==> config.mk <==
export PLATFORM = sky130hd
export DESIGN_NAME = uart_cmd_frame_tx
export DESIGN_NICKNAME = d
export VERILOG_FILES = /design/src/rtl/uart_cmd_pkg.sv /design/src/rtl/uart_cmd_frame_tx_byte.sv /design/src/rtl/uart_cmd_frame_tx.sv
export SDC_FILE = /design/constraint.sdc
export NUM_CORES = 1
export LEC_CHECK = 0
export ABC_AREA = 0
export BUFFER_PORTS_ARGS = -buffer_cell sky130_fd_sc_hd__buf_4
export CORE_ASPECT_RATIO = 0.75
export CORE_MARGIN = 4
export CORE_UTILIZATION = 45
export CTS_CLUSTER_DIAMETER = 150
export DETAILED_ROUTE_END_ITERATION = 8
export PLACE_DENSITY = 0.75
export SYNTH_ARGS = -nofsm -noshare
export SYNTH_HDL_FRONTEND = slang
export SYNTH_SLANG_ARGS = --single-unit
==> constraint.sdc <==
create_clock -name clk -period 5.62 [get_ports clk]
set_input_delay 0.843 -clock clk [delete_from_list [all_inputs] [get_ports clk]]
set_output_delay 0.843 -clock clk [all_outputs]
set_load 0.01 [all_outputs]
==> src/rtl/uart_cmd_pkg.sv <==
// Shared definitions for the UART coprocessor command protocol.
package uart_cmd_pkg;

  localparam int unsigned FRAME_BYTES  = 18;
  localparam int unsigned PAYLOAD_BITS = 128;
  localparam int unsigned BYTE_W       = $clog2(FRAME_BYTES);

  localparam logic [7:0] CMD_TEST    = 8'h41; // "A"
  localparam logic [7:0] CMD_KEY     = 8'h43; // "C"
  localparam logic [7:0] CMD_TEXT    = 8'h44; // "D"
  localparam logic [7:0] CMD_ENC     = 8'h45; // "E"
  localparam logic [7:0] CMD_RD_RES  = 8'h40; // "@"
  localparam logic [7:0] CMD_RD_KEY  = 8'h61; // "a"
  localparam logic [7:0] CMD_RD_TEXT = 8'h62; // "b"

  // Byte serialiser states
  typedef enum logic [1:0] {
    TX_IDLE,
    TX_START,
    TX_DATA,
    TX_STOP
  } tx_state_e;

  // Frame-level states
  typedef enum logic [1:0] {
    FR_IDLE,
    FR_SEND,
    FR_DONE
  } frame_state_e;

  // Byte k of the frame {cmd, payload, cmd}: cmd at both ends, payload LSB byte first.
  function automatic logic [7:0] frame_byte(
    input logic [7:0]              cmd,
    input logic [PAYLOAD_BITS-1:0] payload,
    input logic [BYTE_W-1:0]       idx
  );
    logic [PAYLOAD_BITS-1:0] shifted;
    shifted = payload >> {idx - BYTE_W'(1), 3'b000};
    if (idx == '0 || idx == BYTE_W'(FRAME_BYTES - 1)) begin
      return cmd;
    end
    return shifted[7:0];
  endfunction

endpackage

==> src/rtl/uart_cmd_frame_tx_byte.sv <==
// 8N1 byte serialiser with a valid/ready handshake and an end-of-byte strobe.
module uart_tx_byte
  import uart_cmd_pkg::*;
#(
  parameter int unsigned BAUD_DIV = 897
) (
  input  logic       clk,
  input  logic       reset_n,
  input  logic       byte_valid,
  input  logic [7:0] byte_data,
  output logic       byte_ready,
  output logic       byte_done,
  output logic       tx
);

  localparam int unsigned CNT_W = (BAUD_DIV > 1) ? $clog2(BAUD_DIV) : 1;
  localparam logic [CNT_W-1:0] CNT_LAST = CNT_W'(BAUD_DIV - 1);

  tx_state_e        state;
  tx_state_e        state_nxt;
  logic [CNT_W-1:0] baud_cnt;
  logic [2:0]       bit_cnt;
  logic [7:0]       shreg;
  logic             baud_last;
  logic             load;

  assign baud_last  = (baud_cnt == CNT_LAST);
  // A new byte is taken in the last cycle of the stop bit so the next start
  // bit follows without any idle time on the line.
  assign byte_done  = (state == TX_STOP) && baud_last;
  assign byte_ready = (state == TX_IDLE) || byte_done;
  assign load       = byte_valid && byte_ready;

  // Next-state decode for the bit sequencer
  always_comb begin
    state_nxt = state;
    case (state)
      TX_IDLE:  if (byte_valid) state_nxt = TX_START;
      TX_START: if (baud_last) state_nxt = TX_DATA;
      TX_DATA:  if (baud_last && bit_cnt == 3'd7) state_nxt = TX_STOP;
      TX_STOP:  if (baud_last) state_nxt = byte_valid ? TX_START : TX_IDLE;
      default:  state_nxt = TX_IDLE;
    endcase
  end

  // State register, baud/bit counters, shift register and registered line
  always_ff @(posedge clk or negedge reset_n) begin
    if (!reset_n) begin
      state    <= TX_IDLE;
      baud_cnt <= '0;
      bit_cnt  <= '0;
      shreg    <= '0;
      tx       <= 1'b1;
    end else begin
      state <= state_nxt;
      if (load) begin
        shreg    <= byte_data;
        baud_cnt <= '0;
        bit_cnt  <= '0;
        tx       <= 1'b0;
      end else if (state != TX_IDLE) begin
        if (baud_last) begin
          baud_cnt <= '0;
          case (state)
            TX_START: tx <= shreg[0];
            TX_DATA: begin
              if (bit_cnt == 3'd7) begin
                bit_cnt <= '0;
                tx      <= 1'b1;
              end else begin
                bit_cnt <= bit_cnt + 3'd1;
                shreg   <= {1'b0, shreg[7:1]};
                tx      <= shreg[1];
              end
            end
            TX_STOP: tx <= 1'b1;
            default: tx <= 1'b1;
          endcase
        end else begin
          baud_cnt <= baud_cnt + CNT_W'(1);
        end
      end
    end
  end

endmodule

==> src/rtl/uart_cmd_frame_tx.sv <==
// Builds the 18-byte {cmd, payload, cmd} frame and feeds it to the byte serialiser.
module uart_cmd_frame_tx
  import uart_cmd_pkg::*;
#(
  parameter int unsigned CLK_FREQ = 103_340_000,
  parameter int unsigned BAUD     = 115200,
  parameter int unsigned BAUD_DIV = (CLK_FREQ + BAUD / 2) / BAUD
) (
  input  logic                    clk,
  input  logic                    reset_n,
  input  logic                    cmd_valid,
  output logic                    cmd_ready,
  input  logic [7:0]              cmd,
  input  logic [PAYLOAD_BITS-1:0] payload,
  output logic                    tx,
  output logic                    busy,
  output logic                    frame_done
);

  frame_state_e            state;
  frame_state_e            state_nxt;
  logic [7:0]              cmd_q;
  logic [PAYLOAD_BITS-1:0] payload_q;
  logic [BYTE_W-1:0]       byte_idx;
  logic                    accept;
  logic                    last_byte;
  logic                    byte_valid;
  logic [7:0]              byte_data;
  logic                    byte_ready;
  logic                    byte_done;

  assign accept    = cmd_valid && cmd_ready;
  assign last_byte = (byte_idx == BYTE_W'(FRAME_BYTES - 1));

  // Frame sequencing and byte hand-off to the serialiser.
  // Byte 0 comes straight from the cmd input so its start bit lands on the
  // cycle right after the handshake; later bytes come from the latch.
  always_comb begin
    state_nxt  = state;
    byte_valid = 1'b0;
    byte_data  = '0;
    case (state)
      FR_IDLE, FR_DONE: begin
        if (accept) begin
          state_nxt  = FR_SEND;
          byte_valid = 1'b1;
          byte_data  = cmd;
        end else begin
          state_nxt = FR_IDLE;
        end
      end
      FR_SEND: begin
        if (byte_done) begin
          if (last_byte) begin
            state_nxt = FR_DONE;
          end else begin
            byte_valid = byte_ready;
            byte_data  = frame_byte(cmd_q, payload_q, byte_idx + BYTE_W'(1));
          end
        end
      end
      default: state_nxt = FR_IDLE;
    endcase
  end

  // State, frame latch, byte counter and registered status outputs
  always_ff @(posedge clk or negedge reset_n) begin
    if (!reset_n) begin
      state      <= FR_IDLE;
      cmd_q      <= '0;
      payload_q  <= '0;
      byte_idx   <= '0;
      cmd_ready  <= 1'b1;
      busy       <= 1'b0;
      frame_done <= 1'b0;
    end else begin
      state <= state_nxt;
      if (accept) begin
        cmd_q     <= cmd;
        payload_q <= payload;
        byte_idx  <= '0;
      end else if (state == FR_SEND && byte_done) begin
        byte_idx <= last_byte ? '0 : byte_idx + BYTE_W'(1);
      end
      cmd_ready  <= (state_nxt != FR_SEND);
      busy       <= (state_nxt == FR_SEND);
      frame_done <= (state_nxt == FR_DONE);
    end
  end

  uart_tx_byte #(
    .BAUD_DIV(BAUD_DIV)
  ) u_tx_byte (
    .clk       (clk),
    .reset_n   (reset_n),
    .byte_valid(byte_valid),
    .byte_data (byte_data),
    .byte_ready(byte_ready),
    .byte_done (byte_done),
    .tx        (tx)
  );

endmodule

== After elaboration in Yosys (flattened, before gate mapping) ==
Index checks and enable logic that the tools add are counted.
Cells by class
  shift-type cells: 1
  reductions and logical operators: 20
  equality and inequality tests: 17
  muxes and demuxes: 45
  $add $sub $neg: 4
Operators by type and width (number)
  $shr A128 B8 Y8: 1
  $mux W8: 10
  $mux W10: 3
  $pmux W8 S2: 1
  $mux W3: 5
  $mux W5: 3
  $mux W1: 13
  $mux W2: 6
  $ne A2 B1 Y1 const B: 6
  $add A10 B1 Y10 const B: 1
  $eq A10 B10 Y1 const B: 1
  $eq A5 B5 Y1 const B: 2
  $reduce_bool A2 Y1: 5
  $eq A2 B2 Y1 const B: 4
  $pmux W2 S4: 1
  $reduce_and A4 Y1: 2
  $eq A2 B1 Y1 const B: 3
  $add A5 B1 Y5 const B: 1
  $logic_and A1 B1 Y1: 5
  $logic_not A5 Y1: 1
  $sub A5 B1 Y5 const B: 1
  $logic_not A2 Y1: 2
  $pmux W1 S2: 2
  $pmux W2 S2: 1
  other kinds (6): 7
Word-level totals
  bits of input ports: 139
  flip-flop bits (word level): 170
  output and inout port bits: 4
  logic and storage cells: 99

== Logic depth before layout (Yosys ltp) ==
Gate-level depths: netlist of the first run.
  depth after elaboration: 12
  gate-level depth with buffers: 13
  depth with buffers taken out: 8

== Cells and area by module ==
From an unflattened synthesis of the first run, not the netlist that was laid out.
Unflattened totals
  cell total of the unflattened synthesis: 602
  area, all modules: 8326.7 um2
By module, submodules not included
  uart_cmd_frame_tx: cells each 460, area an instance 6941.7 um2, instances 1, sequential area each 3654.8 um2
  uart_tx_byte: cells each 142, area an instance 1385.1 um2, instances 1, sequential area each 601.8 um2

== Least setup slack after synthesis of the first run ==
No wires, ideal clock.
  path kind: register -> register
  start: register byte_idx[0]
  end: register u_tx_byte.shreg[6]
  arrival: 2.834 ns
  path buffers: 4
  period minus slack after synthesis: 2.985 ns
  setup time: 0.151 ns
  required time: 5.469 ns
  stages on the path, launching flop included: 11
  setup slack: 2.635 ns
  path through: dfrtp_1 -> buf_2 -> buf_1 -> inv_1 -> ha_1 -> buf_2 -> buf_2 -> mux4_2 -> mux2_2 -> o211ai_1 -> a221oi_2
Between the ends
  longest elaborated chain between the ends: 12
  elaborated cells between the ends (all ways): 25
  classes of those cells: 2 x add/sub; 3 x eq/ne; 1 x shift; 12 x mux; 7 x reduce/logical
Ends and longest elaborated chain
  start: declaration: RTL line uart_cmd_frame_tx.sv:24  | logic [BYTE_W-1:0] byte_idx;
  start signal: assignment: RTL line uart_cmd_frame_tx.sv:83  | byte_idx <= last_byte ? '0 : byte_idx + BYTE_W'(1);
  branches (longest 12 deep; another with $add A5 B1 Y5)
  end signal: assignment: RTL line uart_cmd_frame_tx_byte.sv:57  | shreg <= byte_data;
  end signal: assignment: RTL line uart_cmd_frame_tx_byte.sv:72  | shreg <= {1'b0, shreg[7:1]};
  end: declaration: RTL line uart_cmd_frame_tx_byte.sv:23  | logic [7:0] shreg;
Parallel ways; which one is timed is not known. The select of a mux whose other input is x is not followed.
A chain may end at the register's enable or synchronous reset.

== Worst setup path after layout of the first run ==
  start: register byte_idx[0]
  end: register u_tx_byte.shreg[5]
Same word-level chain as after synthesis.

==> results of run 1 <==
## cells by family (layout without fill, tap and decap cells)
family                   Yosys count  after routing  share of synthesized area [%]
multiplexers                     187            187                          29.84
flip-flops                       170            170                          51.75
AND/OR/NAND/NOR                   99             99                          6.252
AO/OA/AOI/OAI                     66             66                          6.663
buffers and inverters             46            190                          2.403
adder cells (fa/ha/maj)           12             12                          1.825
XOR/XNOR                          11             11                          1.263
## through the flow
stage               instance area [um2]  std cells  total power, mW  utilization, %
floorplan                          8225        591            1.248               -
global placement                   9478        944            1.353           53.20
detailed placement                 9478        944            1.356           53.20
CTS                               10070        976            2.517           56.50
global route                      10070        977            2.577           56.53
finish                            10070        977            2.497           56.53
## power groups by stage
stage / logic, mW / registers (mW) / clock network [mW]
floorplan: 0.000878 / 1.25 / 0
global placement: 0.107 / 1.25 / 0
detailed placement: 0.109 / 1.25 / 0
CTS: 0.109 / 1.22 / 1.19
global route: 0.118 / 1.22 / 1.24
finish: 0.108 / 1.22 / 1.17
## layout by cell type (no fill, tap or decap), types with 11 or more instances in the layout
cell / netlist / routed
o21ai_0: 12 / 12
nand2_1: 18 / 18
ha_1: 12 / 11
buf_4: 2 / 145
mux4_2: 32 / 32
nor2_1: 38 / 38
dfrtp_1: 168 / 167
inv_1: 11 / 11
clkbuf_16: 0 / 17
mux2_2: 146 / 146
## synthesized netlist by cell type, types with 2 or more instances
master / count / area, um2
a31oi_1: 2 / 12.51
buf_1: 5 / 18.77
xnor2_1: 4 / 35.03
nand2_1: 18 / 67.56
nand2b_1: 5 / 31.28
nor2_1: 38 / 142.6
a22o_1: 2 / 17.52
nor3_1: 4 / 20.02
a221oi_1: 7 / 61.31
nand4bb_1: 2 / 22.52
a221oi_2: 7 / 105.1
or3_2: 2 / 15.01
nand4_1: 3 / 18.77
ha_1: 12 / 150.1
o211a_1: 2 / 20.02
mux2i_1: 9 / 90.09
clkbuf_1: 19 / 71.32
inv_1: 11 / 41.29
a21o_1: 3 / 22.52
or2_2: 2 / 12.51
a21oi_1: 5 / 25.02
and2_1: 2 / 12.51
o211ai_1: 9 / 67.56
o21a_1: 2 / 15.01
dfrtp_1: 168 / 4204
dfstp_2: 2 / 52.55
o2111ai_1: 2 / 17.52
nor2b_1: 2 / 12.51
nand3_1: 9 / 45.04
buf_2: 8 / 40.04
mux2_2: 146 / 1644
xor2_1: 6 / 52.55
o21ai_0: 12 / 60.06
buf_4: 2 / 15.01
mux4_2: 32 / 720.7
## registers in the layout, summed over array words and instances, names as in the netlist
register	count
busy	1
cmd_q	8
state	2
payload_q	128
u_tx_byte.bit_cnt	3
u_tx_byte.state	2
u_tx_byte.tx	1
u_tx_byte.baud_cnt	10
u_tx_byte.shreg	8
cmd_ready	1
byte_idx	5
frame_done	1
## worst min-delay path by stage
stage,to,slack [ns],depth (start not counted)
after floorplan,u_tx_byte.bit_cnt[1],0.47,1
after global placement,u_tx_byte.bit_cnt[2],0.48,1
after detailed placement,payload_q[57],0.49,1
after CTS,cmd_q[4],0.42,1
after global routing,cmd_q[1],0.44,1
final,cmd_q[0],0.40,1
## layer usage
| metal | share of wire, % | up-vias | track usage, % |
|---|---|---|---|
| li1 | - | 2458 | - |
| met1 | 45 | 2731 | 28.92 |
| met2 | 44 | 217 | 29.75 |
| met3 | 9.1 | 27 | 6.776 |
| met4 | 1.5 | 2 | 6.262 |
| met5 | 0.098 | - | 0 |
## worst max-delay path, stage by stage (launching register included)
cell and delay (ns):
dfrtp_2 0.96, inv_1 0.12, ha_2 1.13, nand4bb_1 0.27
o21a_1 0.14, o211a_1 0.44, o211ai_1 0.20, a221oi_2 0.29
## cell type report
type | count | area, um2
clock buffer | 18 | 439.2
clock inverter | 14 | 148.9
fill | 1391 | 7744
inverter | 11 | 41.29
multi-input combinational | 375 | 3776
sequential | 170 | 4258
tap | 242 | 302.8
timing repair buffer | 147 | 1105
==> results.json, run 1 <==
{
  "core_um2": 17810,
  "gr-total-overflow": 0,
  "critPathRequiredTime_ns": 5.96,
  "clk_latency_ns": 0.44,
  "die_h_um": 125.1,
  "drt_wl_total_um": 20490,
  "timing.final.crit_period_ns": 3.643,
  "dp_slack_ns": 1.918,
  "worst-setup-path-type": "flip-flop to flip-flop",
  "numCtsBuffers": 17,
  "htree_levels": 4,
  "grt_pass1_wl_um": 31860,
  "critPathLaunchType": "flip-flop",
  "final_hold_viol_count": 0,
  "drive_above_1_share_pct": 52.11,
  "hold_slack_ns": 0.3971,
  "max_freq_ghz": 0.2745,
  "ys_seq_area_share_pct": 51.75,
  "swShare_pct": 24.23,
  "diodes": 0,
  "setup.worst_path.end_class": "flip-flop",
  "die_area_um2": 20530,
  "clock_power_share_pct": 46.7,
  "netlist_instances": 591,
  "clockRootBuffer": "clkbuf_16",
  "p_switching_mw": 0.6052,
  "antenna_found_initial": 1,
  "endpoint": "u_tx_byte.shreg[5]",
  "cts_hold_buf": 0,
  "dr.pass1.iters": 5,
  "tightest_slew_ns": 1.215,
  "p_leak_nw": 4.903,
  "via_per_inst": 5.563,
  "finalClockSkew_ns": 0.01011,
  "synth.distinct_cells": 62,
  "synthArstFlopShare_pct": 100.0,
  "synth_nets": 742,
  "syn_to_final_growth_pct": 22.44,
  "grt_use_total_pct": 20.33,
  "intPower_mw": 1.892,
  "start_util_pct": 46.17,
  "period_share_pct": 64.82,
  "synth_edf_count": 0,
  "fin_nets": 873,
  "final-setup-viol-count": 0,
  "hp-class": "input port to asynchronous set/reset pin",
  "reg2reg_depth": 7,
  "drtIter0Drc": 409,
  "pwr-share-comb_pct": 4.3,
  "synth_area_per_cell_um2": 13.92,
  "gp_congestion": 0.8832,
  "ys_seq_elements": 170,
  "final.setup.tns_ns": 0,
  "die_x_um": 164.1,
  "cts_tree": "yes",
  "r2r-end": "u_tx_byte.shreg[5]",
  "ir_worst_vdd_uv": 172.7,
  "wire_per_inst_um": 20.97,
  "drv_cap": 0,
  "std_cell_rows": 42,
  "power_density_nw_per_um2": 248.0,
  "outcome": "complete, no violations",
  "cp_max_fo": 43,
  "rsz0062_at_grt": "false",
  "ios": 143,
  "clk_transition_reported_paths_ns": 0.07,
  "post_cts_buffers": 0,
  "final_max_slew_viol_count": 0,
  "rr_startpoint": "byte_idx[0]",
  "reg2reg_slack_ns": 1.98,
  "drc_errors": 0,
  "syn-cell-area_um2": 8225,
  "ant_nets": 0,
  "cts_resized": 0,
  "cp.arrival_ns": 3.98,
  "cts_buffer_depth": 2,
  "ys.flop_type": "dfrtp_1",
  "clock_sinks": 170,
  "critPathLaunch": "byte_idx[0]",
  "ys_warn_count": 0,
  "setup_slack_ns": 1.977,
  "num_vias": 5435,
  "p_seq_share_pct": 49.0,
  "maxSlewHeadroom_pct": 18.59,
  "grt_max_degree": 78,
  "grt_pass1_vias": 5637,
  "dp_hpwl_um": 14960,
  "port_buffers": 142
}
(Power assumes the default switching activity.)
==> run 2: changes to the inputs <==
--- a/config.mk
+++ b/config.mk
@@ -12,7 +12,7 @@
 export CORE_UTILIZATION = 45
 export CTS_CLUSTER_DIAMETER = 150
 export DETAILED_ROUTE_END_ITERATION = 8
-export PLACE_DENSITY = 0.75
+export PLACE_DENSITY = 0.78
 export SYNTH_ARGS = -nofsm -noshare
 export SYNTH_HDL_FRONTEND = slang
 export SYNTH_SLANG_ARGS = --single-unit
==> constraint.sdc (replaced) <==
create_clock -name clk -period 3.3 [get_ports clk]
set_input_delay 0.495 -clock clk [delete_from_list [all_inputs] [get_ports clk]]
set_output_delay 0.495 -clock clk [all_outputs]
set_load 0.01 [all_outputs]
==> run 2 against run 1 <==
Effect of this change: via count fell by 0.44%; worst setup slack got worse by 1.5 ns; non-clock buffer count increased by 6; core utilization grew 0.48 points.
==> results.json, run 2 (synthesis results as in run 1) <==
{
  "outcome": "complete, no violations",
  "grt_pass1_wl_um": 31530,
  "cp.arrival_ns": 3.10,
  "clockRootBuffer": "clkbuf_16",
  "layout_commonest_cell": "dfrtp_1",
  "setup.worst_path.end_class": "flip-flop",
  "slowest_stage": "ha_2",
  "final-setup-viol-count": 0,
  "cp_top_family": "multiplexers",
  "cts_hold_buf": 0,
  "max_stage_delay_ns": 0.71,
  "period_share_pct": 85.49,
  "post_cts_buffers": 0,
  "syn_to_final_growth_pct": 23.49,
  "die_h_um": 125.1,
  "via_per_inst": 5.505,
  "htree_levels": 4,
  "ios": 143,
  "drive_above_1_share_pct": 52.36,
  "grt_max_degree": 142,
  "die_x_um": 164.1,
  "critPathRequiredTime_ns": 3.58,
  "std_cell_rows": 42,
  "start_util_pct": 46.17,
  "maxSlewHeadroom_pct": 28.72,
  "antenna_found_initial": 0,
  "drtIter0Drc": 450,
  "numCtsBuffers": 17,
  "drv_cap": 0,
  "final.setup.tns_ns": 0,
  "dp_hpwl_um": 14460,
  "hp-class": "input port to asynchronous set/reset pin",
  "grt_pass1_vias": 5859,
  "wire_per_inst_um": 19.85,
  "largest-register": "payload_q",
  "setup_slack_ns": 0.4789,
  "gr-total-overflow": 0,
  "clk_latency_ns": 0.42,
  "final_max_slew_viol_count": 0,
  "cts_resized": 0,
  "crit_buf_inv": 2,
  "tightest_slew_ns": 1.064,
  "finalClockSkew_ns": 0.007625,
  "cts_buffer_depth": 2,
  "core_um2": 17810,
  "clock_sinks": 170,
  "ant_nets": 0,
  "timing.final.crit_period_ns": 2.821,
  "power_density_nw_per_um2": 418.5,
  "port_buffers": 142,
  "largest_reg_flops": 128,
  "worst-setup-path-type": "flip-flop to flip-flop",
  "power_mw": 4.251,
  "rsz0062_at_grt": "false",
  "diodes": 0,
  "clk_transition_reported_paths_ns": 0.07,
  "dp_slack_ns": 0.4439,
  "cts_tree": "yes",
  "path_cells": "inv_1 -> ha_2 -> buf_12 -> mux4_2 -> mux2_2 -> o211ai_1 -> a221oi_2",
  "grt_use_total_pct": 19.81,
  "fin_nets": 879,
  "fillers": 1384,
  "num_vias": 5411,
  "p_leak_nw": 4.945,
  "cp_max_fo": 16,
  "max_freq_ghz": 0.3545,
  "die_area_um2": 20530,
  "final_cell_mix": "dfrtp_1, buf_4, mux2_2",
  "gp_congestion": 0.8619,
  "drt_wl_total_um": 19510,
  "reg_top3": "payload_q (128), u_tx_byte.baud_cnt (10)",
  "drc_errors": 0,
  "ir_worst_vdd_uv": 259.5,
  "final_hold_viol_count": 0,
  "critPathLaunchType": "flip-flop",
  "dr.pass1.iters": 4
}
-- run 2: report_power, final --
part           leakage [nW]  internal, mW  switching, mW  total [mW]
clock                 0.293          1.17          0.814        1.99
sequential             2.32          2.08              0        2.08
combinational          2.33         0.107         0.0730       0.180
total                  4.94          3.36          0.887        4.25
-- run 2: final timing paths --
check,to,cells after the start,start,slack [ns]
worst max register to register,u_tx_byte.shreg[2],7,byte_idx[1],0.48
worst min register to register,payload_q[111],1,payload_q[111],0.50
worst min-delay path,payload_q[113],1,reset_n,0.09
max in group asynchronous,payload_q[38],2,reset_n,2.19
worst max-delay path,u_tx_byte.shreg[2],7,byte_idx[1],0.48
min in group clk,payload_q[28],2,payload[28],0.30
-- run 2: final cells by class --
| class | count | area, um2 | area share [%] |
|---|---|---|---|
| tap | 242 | 302.8 | 2.981 |
| clock buffer | 21 | 470.5 | 4.632 |
| timing repair buffer | 153 | 1190 | 11.71 |
| multi-input combinational | 375 | 3776 | 37.18 |
| clock inverter | 11 | 118.9 | 1.170 |
| sequential | 170 | 4258 | 41.92 |
| inverter | 11 | 41.29 | 0.4065 |
-- run 2: per-layer routing --
| layer | track usage (%) | part of all wire (%) | vias to the layer above |
|---|---|---|---|
| met1 | 27.10 | 44 | 2743 |
| met2 | 29.95 | 46 | 179 |
| met4 | 5.424 | 1.2 | 0 |
| met5 | 0 | 0 | - |
| met3 | 7.401 | 9.2 | 18 |
| li1 | - | - | 2471 |
-- run 2: through the flow --
stage	instance area [um2]	instances	util, %	hold WS [ns]
6_report	10160	983	57.02	0.09169
5_1_grt	10160	983	57.02	0.1553
4_1_cts	10160	983	57.02	0.1303
3_5_place_dp	9568	951	53.71	0.4931
3_3_place_gp	9568	951	53.71	0.4815
2_1_floorplan	8225	591	-	0.1994
